File: config.mk
export PLATFORM = sky130hd
export DESIGN_NAME = reg_dump_unit
export DESIGN_NICKNAME = d
export VERILOG_FILES = /design/src/rtl/reg_dump_pkg.sv /design/src/rtl/reg_dump_wdog.sv /design/src/rtl/reg_dump_unit.sv
export SDC_FILE = /design/constraint.sdc
export NUM_CORES = 1
export LEC_CHECK = 0
export ABC_CLOCK_PERIOD_IN_PS = 4300
export CORE_MARGIN = 8
export CORE_UTILIZATION = 40
export CTS_CLUSTER_SIZE = 40
export DETAILED_ROUTE_END_ITERATION = 16
export GPL_TIMING_DRIVEN = 0
export PLACE_DENSITY = 0.76
export SYNTH_ARGS = -nofsm -noshare
export SYNTH_HDL_FRONTEND = slang
export SYNTH_SLANG_ARGS = --single-unit
File: constraint.sdc
create_clock -name clk -period 4.3 [get_ports clk]
set_input_delay 0.43 -clock clk [delete_from_list [all_inputs] [get_ports clk]]
set_output_delay 0.43 -clock clk [all_outputs]
set_load 0.01 [all_outputs]
File: src/rtl/reg_dump_pkg.sv
// reg_dump_pkg: state encoding and snapshot-frame layout shared by the register-dump engine.
package reg_dump_pkg;

   typedef enum logic [1:0] {
      IDLE = 2'd0,
      DUMP = 2'd1,
      HOLD = 2'd2
   } dump_state_t;

   localparam int FRAME_WORDS = 34;
   localparam int WIDX_W      = 6;

   localparam logic [WIDX_W-1:0] W_PC    = 6'd0;
   localparam logic [WIDX_W-1:0] W_INSTR = 6'd1;
   localparam logic [WIDX_W-1:0] W_RF0   = 6'd2;
   localparam logic [WIDX_W-1:0] W_LAST  = 6'd33;

endpackage

File: src/rtl/reg_dump_wdog.sv
// reg_dump_wdog: idle-cycle watchdog for the register-dump engine (REG_DUMP_TIMEOUT_EN builds only).
module reg_dump_wdog #(
   parameter int unsigned MAX_CYCLES = 1000
) (
   input  logic clk,
   input  logic rstn,
   input  logic count_en,
   input  logic clear,
   output logic expire
);

   logic [15:0] cnt_q;

   // Fires on the idle cycle whose increment would reach the limit, so entry
   // happens at the edge that ends the MAX_CYCLES-th idle clock.
   assign expire = count_en & (cnt_q == 16'(MAX_CYCLES - 1));

   always_ff @(posedge clk or negedge rstn) begin
      if (!rstn) begin
         cnt_q <= '0;
      end else if (clear) begin
         cnt_q <= '0;
      end else if (count_en) begin
         cnt_q <= cnt_q + 16'd1;
      end
   end

endmodule

File: src/rtl/reg_dump_unit.sv
// reg_dump_unit: freezes the CPU on a breakpoint PC (or watchdog expiry when REG_DUMP_TIMEOUT_EN
// is defined) and streams a 34-word pc/instr/register snapshot over valid/ready.
//
// state | meaning
// IDLE  | watching pc for the break address (and the watchdog); CPU runs
// DUMP  | streaming frame words; CPU stalled
// HOLD  | frame sent; CPU stalled until a resume pulse
module reg_dump_unit
   import reg_dump_pkg::*;
#(
   parameter logic [31:0] BREAK_PC   = 32'h0000_0048,
   parameter int unsigned MAX_CYCLES = 1000
) (
   input  logic        clk,
   input  logic        rstn,
   input  logic [31:0] pc,
   input  logic [31:0] instr,
   output logic [4:0]  reg_sel,
   input  logic [31:0] reg_data,
   output logic        cpu_stall,
   output logic        dump_valid,
   output logic [31:0] dump_data,
   output logic        dump_last,
   input  logic        dump_ready,
   output logic        dump_timeout,
   input  logic        resume
);

   dump_state_t       state_q, state_nxt;
   logic              armed_q;
   logic [WIDX_W-1:0] widx_q;
   logic [31:0]       instr_q;
   logic [31:0]       next_word;
   logic              bp_hit, wd_fire, enter, xfer;

   assign bp_hit = armed_q & (pc == BREAK_PC);
   assign xfer   = dump_valid & dump_ready;

`ifdef REG_DUMP_TIMEOUT_EN
   logic timeout_q;

   reg_dump_wdog #(
      .MAX_CYCLES(MAX_CYCLES)
   ) u_wdog (
      .clk     (clk),
      .rstn    (rstn),
      .count_en(state_q == IDLE),
      .clear   (enter),
      .expire  (wd_fire)
   );

   // A simultaneous breakpoint still reports the watchdog as the cause.
   always_ff @(posedge clk or negedge rstn) begin
      if (!rstn) begin
         timeout_q <= 1'b0;
      end else if (enter) begin
         timeout_q <= wd_fire;
      end
   end

   assign dump_timeout = timeout_q;
`else
   assign wd_fire      = 1'b0;
   assign dump_timeout = 1'b0;
`endif

   always_comb begin
      state_nxt = state_q;
      enter     = 1'b0;
      unique case (state_q)
         IDLE: begin
            if (bp_hit | wd_fire) begin
               enter     = 1'b1;
               state_nxt = DUMP;
            end
         end
         DUMP: begin
            if (xfer && widx_q == W_LAST) state_nxt = HOLD;
         end
         HOLD: begin
            if (resume) state_nxt = IDLE;
         end
         default: state_nxt = IDLE;
      endcase
   end

   always_comb begin
      next_word = reg_data;
      if (widx_q == W_PC) begin
         next_word = instr_q;
      end else if (widx_q == (W_RF0 - 6'd1)) begin
         next_word = 32'h0;
      end
   end

   // Gated by rstn so the stall releases the moment reset asserts, even with pc parked on the break address.
   assign cpu_stall = rstn & (enter | (state_q != IDLE));
   assign reg_sel   = (widx_q == W_PC) ? 5'd0 : 5'(widx_q - 6'd1);
   assign dump_last = dump_valid & (widx_q == W_LAST);

   always_ff @(posedge clk or negedge rstn) begin
      if (!rstn) begin
         state_q <= IDLE;
      end else begin
         state_q <= state_nxt;
      end
   end

   always_ff @(posedge clk or negedge rstn) begin
      if (!rstn) begin
         armed_q    <= 1'b1;
         widx_q     <= W_PC;
         instr_q    <= '0;
         dump_data  <= '0;
         dump_valid <= 1'b0;
      end else begin
         if (enter) begin
            armed_q    <= 1'b0;
            widx_q     <= W_PC;
            instr_q    <= instr;
            dump_data  <= pc;
            dump_valid <= 1'b1;
         end else if (state_q == IDLE && pc != BREAK_PC) begin
            armed_q <= 1'b1;
         end
         if (state_q == DUMP && xfer) begin
            if (widx_q == W_LAST) begin
               dump_valid <= 1'b0;
            end else begin
               widx_q    <= widx_q + 6'd1;
               dump_data <= next_word;
            end
         end
      end
   end

endmodule

==> impl_metrics.env, run 1 <==
export IMPL_critPathCaptureType="output port"
export IMPL_cp_num_cells=7
export IMPL_final_cell_count_no_fill=563
export IMPL_synthCells=301
export IMPL_rsz0062_at_grt="false"
export IMPL_detail_route_antenna_nets=0
export IMPL_startpoint_type="flip-flop"
export IMPL_crit_chain="clkbuf_1 -> nor4_1 -> and2_1 -> buf_2 -> buf_2 -> nor2_1 -> clkdlybuf4s50_1"
export IMPL_wl_um=10000
export IMPL_cts_made_buffers=9
export IMPL_n_fill_cell=689
export IMPL_final_common_cell="clkdlybuf4s50_1"
export IMPL_drive_above_1_share_pct=13.8
export IMPL_synth_area_per_cell_um2=11.2
export IMPL_core_area_um2=8220
export IMPL_tritoncts="done"
export IMPL_postPlaceCellArea_um2=4930
export IMPL_finalHoldViolCount=0
export IMPL_regToRegStartpoint="widx_q[2]"
export IMPL_synth_cell_type_count=39
export IMPL_critPathKind="flip-flop to output port"
export IMPL_grt_max_degree=74
export IMPL_antenna_found_initial=0
export IMPL_yosysTopAreaCell="dfrtp_1"
export IMPL_final_cell_mix="138 x clkdlybuf4s50_1, 73 x dfrtp_1, 36 x nand2_1"
export IMPL_yosysWarnings=0
export IMPL_max_freq_ghz=0.343
export IMPL_initial_utilization_pct=41.2
export IMPL_cts_setup_buffers=0
export IMPL_synthTopCellsByArea="dfrtp_1 54%, mux2_2 10%, a22oi_1 6.7%, o22ai_1 5.9%, nand2_1 4.0%"
export IMPL_num_antenna_cells=0
export IMPL_period_share_pct=67.7
export IMPL_status="finished, final reports clean"
export IMPL_path_delay_family="buffers and inverters"
export IMPL_rrSetupSlack_ns=2.17
export IMPL_drtIter0Drc=81
export IMPL_cp_num_buf_inv=4
export IMPL_viasPerCell=5.24
export IMPL_final_area_um2=5160
export IMPL_port_buffers=139
export IMPL_placed_cells=546
export IMPL_drv_cap=0
export IMPL_gp_congestion=0.782
export IMPL_grt_overflow_total=0
export IMPL_clockBufferDepth=2
export IMPL_vias=2952
export IMPL_dr_pass1_iters=4
export IMPL_place_hpwl_um=7590
export IMPL_cts_num_sinks=74
export IMPL_worstMarginPinSlew_ns=0.552
export IMPL_clockRootBuffer="clkbuf_8"
export IMPL_io_pins=141
export IMPL_fp_dieH_um=108
export IMPL_cp_max_fo=10
export IMPL_cp_slowest_cell="clkdlybuf4s50_1"
export IMPL_rr_worst_depth=6
export IMPL_grtUsageTotal_pct=17.6
export IMPL_dieWidth_um=108
export IMPL_ys_seq_area_share_pct=54.7
export IMPL_crit_path_frequent_cell="buf_2"
export IMPL_first_global_vias=3304
export IMPL_max_slew_margin_pct=63.1
export IMPL_crit_end="reg_sel[2]"
export IMPL_r2r_end="dump_data[12]"
export IMPL_crit_arrival_ns=2.48
export IMPL_cp_required_ns=3.87
export IMPL_setup_violations=0
export IMPL_ir_drop_mv=0.222
export IMPL_ys_ff_latch=74
export IMPL_fin_skew_ns=0.00964
export IMPL_hold_path_class="input pin to async pin"
export IMPL_drcViolationCount=0
export IMPL_yosys_area_top_type_share_pct=54.0
export IMPL_fp_dieArea_um2=11700
export IMPL_layout_min_cycle_time_ns=2.91
export IMPL_slowest_delay_ns=0.48
export IMPL_synth_area_um2=3390
export IMPL_p_per_area_nw_per_um2=270
export IMPL_cts_htree_levels=3
export IMPL_wl_per_cell_um=17.8
export IMPL_clk_pin_slew_ns=0.08
export IMPL_p_leak_uw=0.00219
export IMPL_area_growth_pct=52.5
export IMPL_rows=33
export IMPL_fin_nets=557
export IMPL_place_ws_ns=1.43
export IMPL_clk_latency_ns=0.34
export IMPL_grt_pass1_wl_um=16400
export IMPL_post_route_util_pct=62.8
export IMPL_syn_nets=405
export IMPL_worst_slack_ns=1.39
export IMPL_slew_violations=0
export IMPL_startpoint="widx_q[2]"
-- kinds of logic after synthesis --
family,share of synthesized area (%)
AO/OA/AOI/OAI,15.6
AND/OR/NAND/NOR,10.8
flip-flops,54.7
multiplexers,10.6
other,0.111
adder cells (fa/ha/maj),1.48
buffers and inverters,4.84
XOR/XNOR,1.81
-- power by group --
part           switching [uW]  internal, uW
Combinational            27.9          82.6
Clock                     249           341
Sequential         0.00000431           695
Total                     277          1120
-- how the worst min path moves through the flow --
stage,from,endpoint,slack [ns]
global placement,instr_q[26],instr_q[26],0.47
global route,rstn,state_q[1],0.42
floorplan,rstn,dump_data[0],0.13
detailed placement,rstn,state_q[1],0.23
finish,rstn,state_q[1],0.43
CTS,rstn,state_q[1],0.41
-- registers in the layout, summed over array words and instances, names as in the netlist --
name        count
armed_q         1
dump_data      32
dump_valid      1
instr_q        32
state_q         2
widx_q          6
-- layer usage --
metal / GRT usage, % / share of wire, % / vias to the layer above
li1: - / - / 1403
met1: 20.5 / 40 / 1433
met2: 30.2 / 51 / 97
met3: 4.82 / 6.7 / 19
met4: 6.94 / 2.1 / 0
met5: 0 / 0 / -
-- worst reg2reg max path: stages (launching register included) --
cell	delay, ns
dfrtp_1	0.36
clkbuf_1	0.19
nor3_1	0.34
a31o_2	0.27
buf_2	0.22
clkbuf_1	0.42
o22ai_1	0.18
-- per-stage QoR --
stage	hold WS (ns)	power (uW)	TNS, ns
after floorplan	0.134	712	0
after global routing	0.423	1450	0
after CTS	0.409	1410	0
after detailed placement	0.234	820	0
final	0.427	1400	0
after global placement	0.472	816	-0.391
-- synth_stat cells --
library cell,count
o211a_1,1
dfrtp_1,73
o21ai_1,1
dfstp_2,1
a311o_1,1
o21ai_0,4
o22ai_1,32
nor2b_1,2
and3_1,1
mux2_1,2
xor2_1,3
o31a_1,1
nand2_1,36
nand4_1,2
a22oi_1,30
buf_4,5
xnor2_1,4
nand2b_1,2
mux2_2,30
clkbuf_1,11
inv_1,6
conb_1,1
a31o_2,1
or3_1,1
buf_6,3
nor4_1,7
buf_2,5
nor3_4,1
a221oi_1,2
buf_1,1
and2_1,2
o21bai_1,2
nor3_1,4
nand3_1,3
nor4b_1,2
a2bb2oi_1,1
ha_1,4
nand4b_1,1
nor2_1,12
-- layout make-up --
type,instances,area (um2),area share (%)
timing repair buffer,141,1430,27.6
sequential,74,1850,35.9
tap,105,131,2.54
multi-input combinational,196,1370,26.5
clock inverter,5,77.6,1.50
clock buffer,11,141,2.74
buffer,25,141,2.74
inverter,6,22.5,0.436
-- what timing repair did --
item / 4_1_cts / 5_1_grt
hold buffers: 1 / 0
endpoints found under the hold margin: 1 / 0
resized for setup: 0 / 0
(Power assumes the default switching activity.)
==> run 2: changes to the inputs <==
--- a/config.mk
+++ b/config.mk
@@ -5,7 +5,7 @@
 export SDC_FILE = /design/constraint.sdc
 export NUM_CORES = 1
 export LEC_CHECK = 0
-export ABC_CLOCK_PERIOD_IN_PS = 4300
+export ABC_CLOCK_PERIOD_IN_PS = 3000
 export CORE_MARGIN = 8
 export CORE_UTILIZATION = 40
 export CTS_CLUSTER_SIZE = 40
==> constraint.sdc (replaced) <==
create_clock -name clk -period 3 [get_ports clk]
set_input_delay 0.3 -clock clk [delete_from_list [all_inputs] [get_ports clk]]
set_output_delay 0.3 -clock clk [all_outputs]
set_load 0.01 [all_outputs]
==> results of run 2 <==
The final DEF is identical to that of run 1. Status: finished, final reports clean.
Main changes from that run: setup slack after placement 1.43 ns -> 0.391 ns; setup slack after layout 1.39 ns -> 0.217 ns; hold slack 0.427 ns -> 0.297 ns; register-to-register setup slack 2.17 ns -> 0.87 ns; total power 1400 uW -> 2000 uW; worst IR drop on VDD 0.222 mV -> 0.318 mV
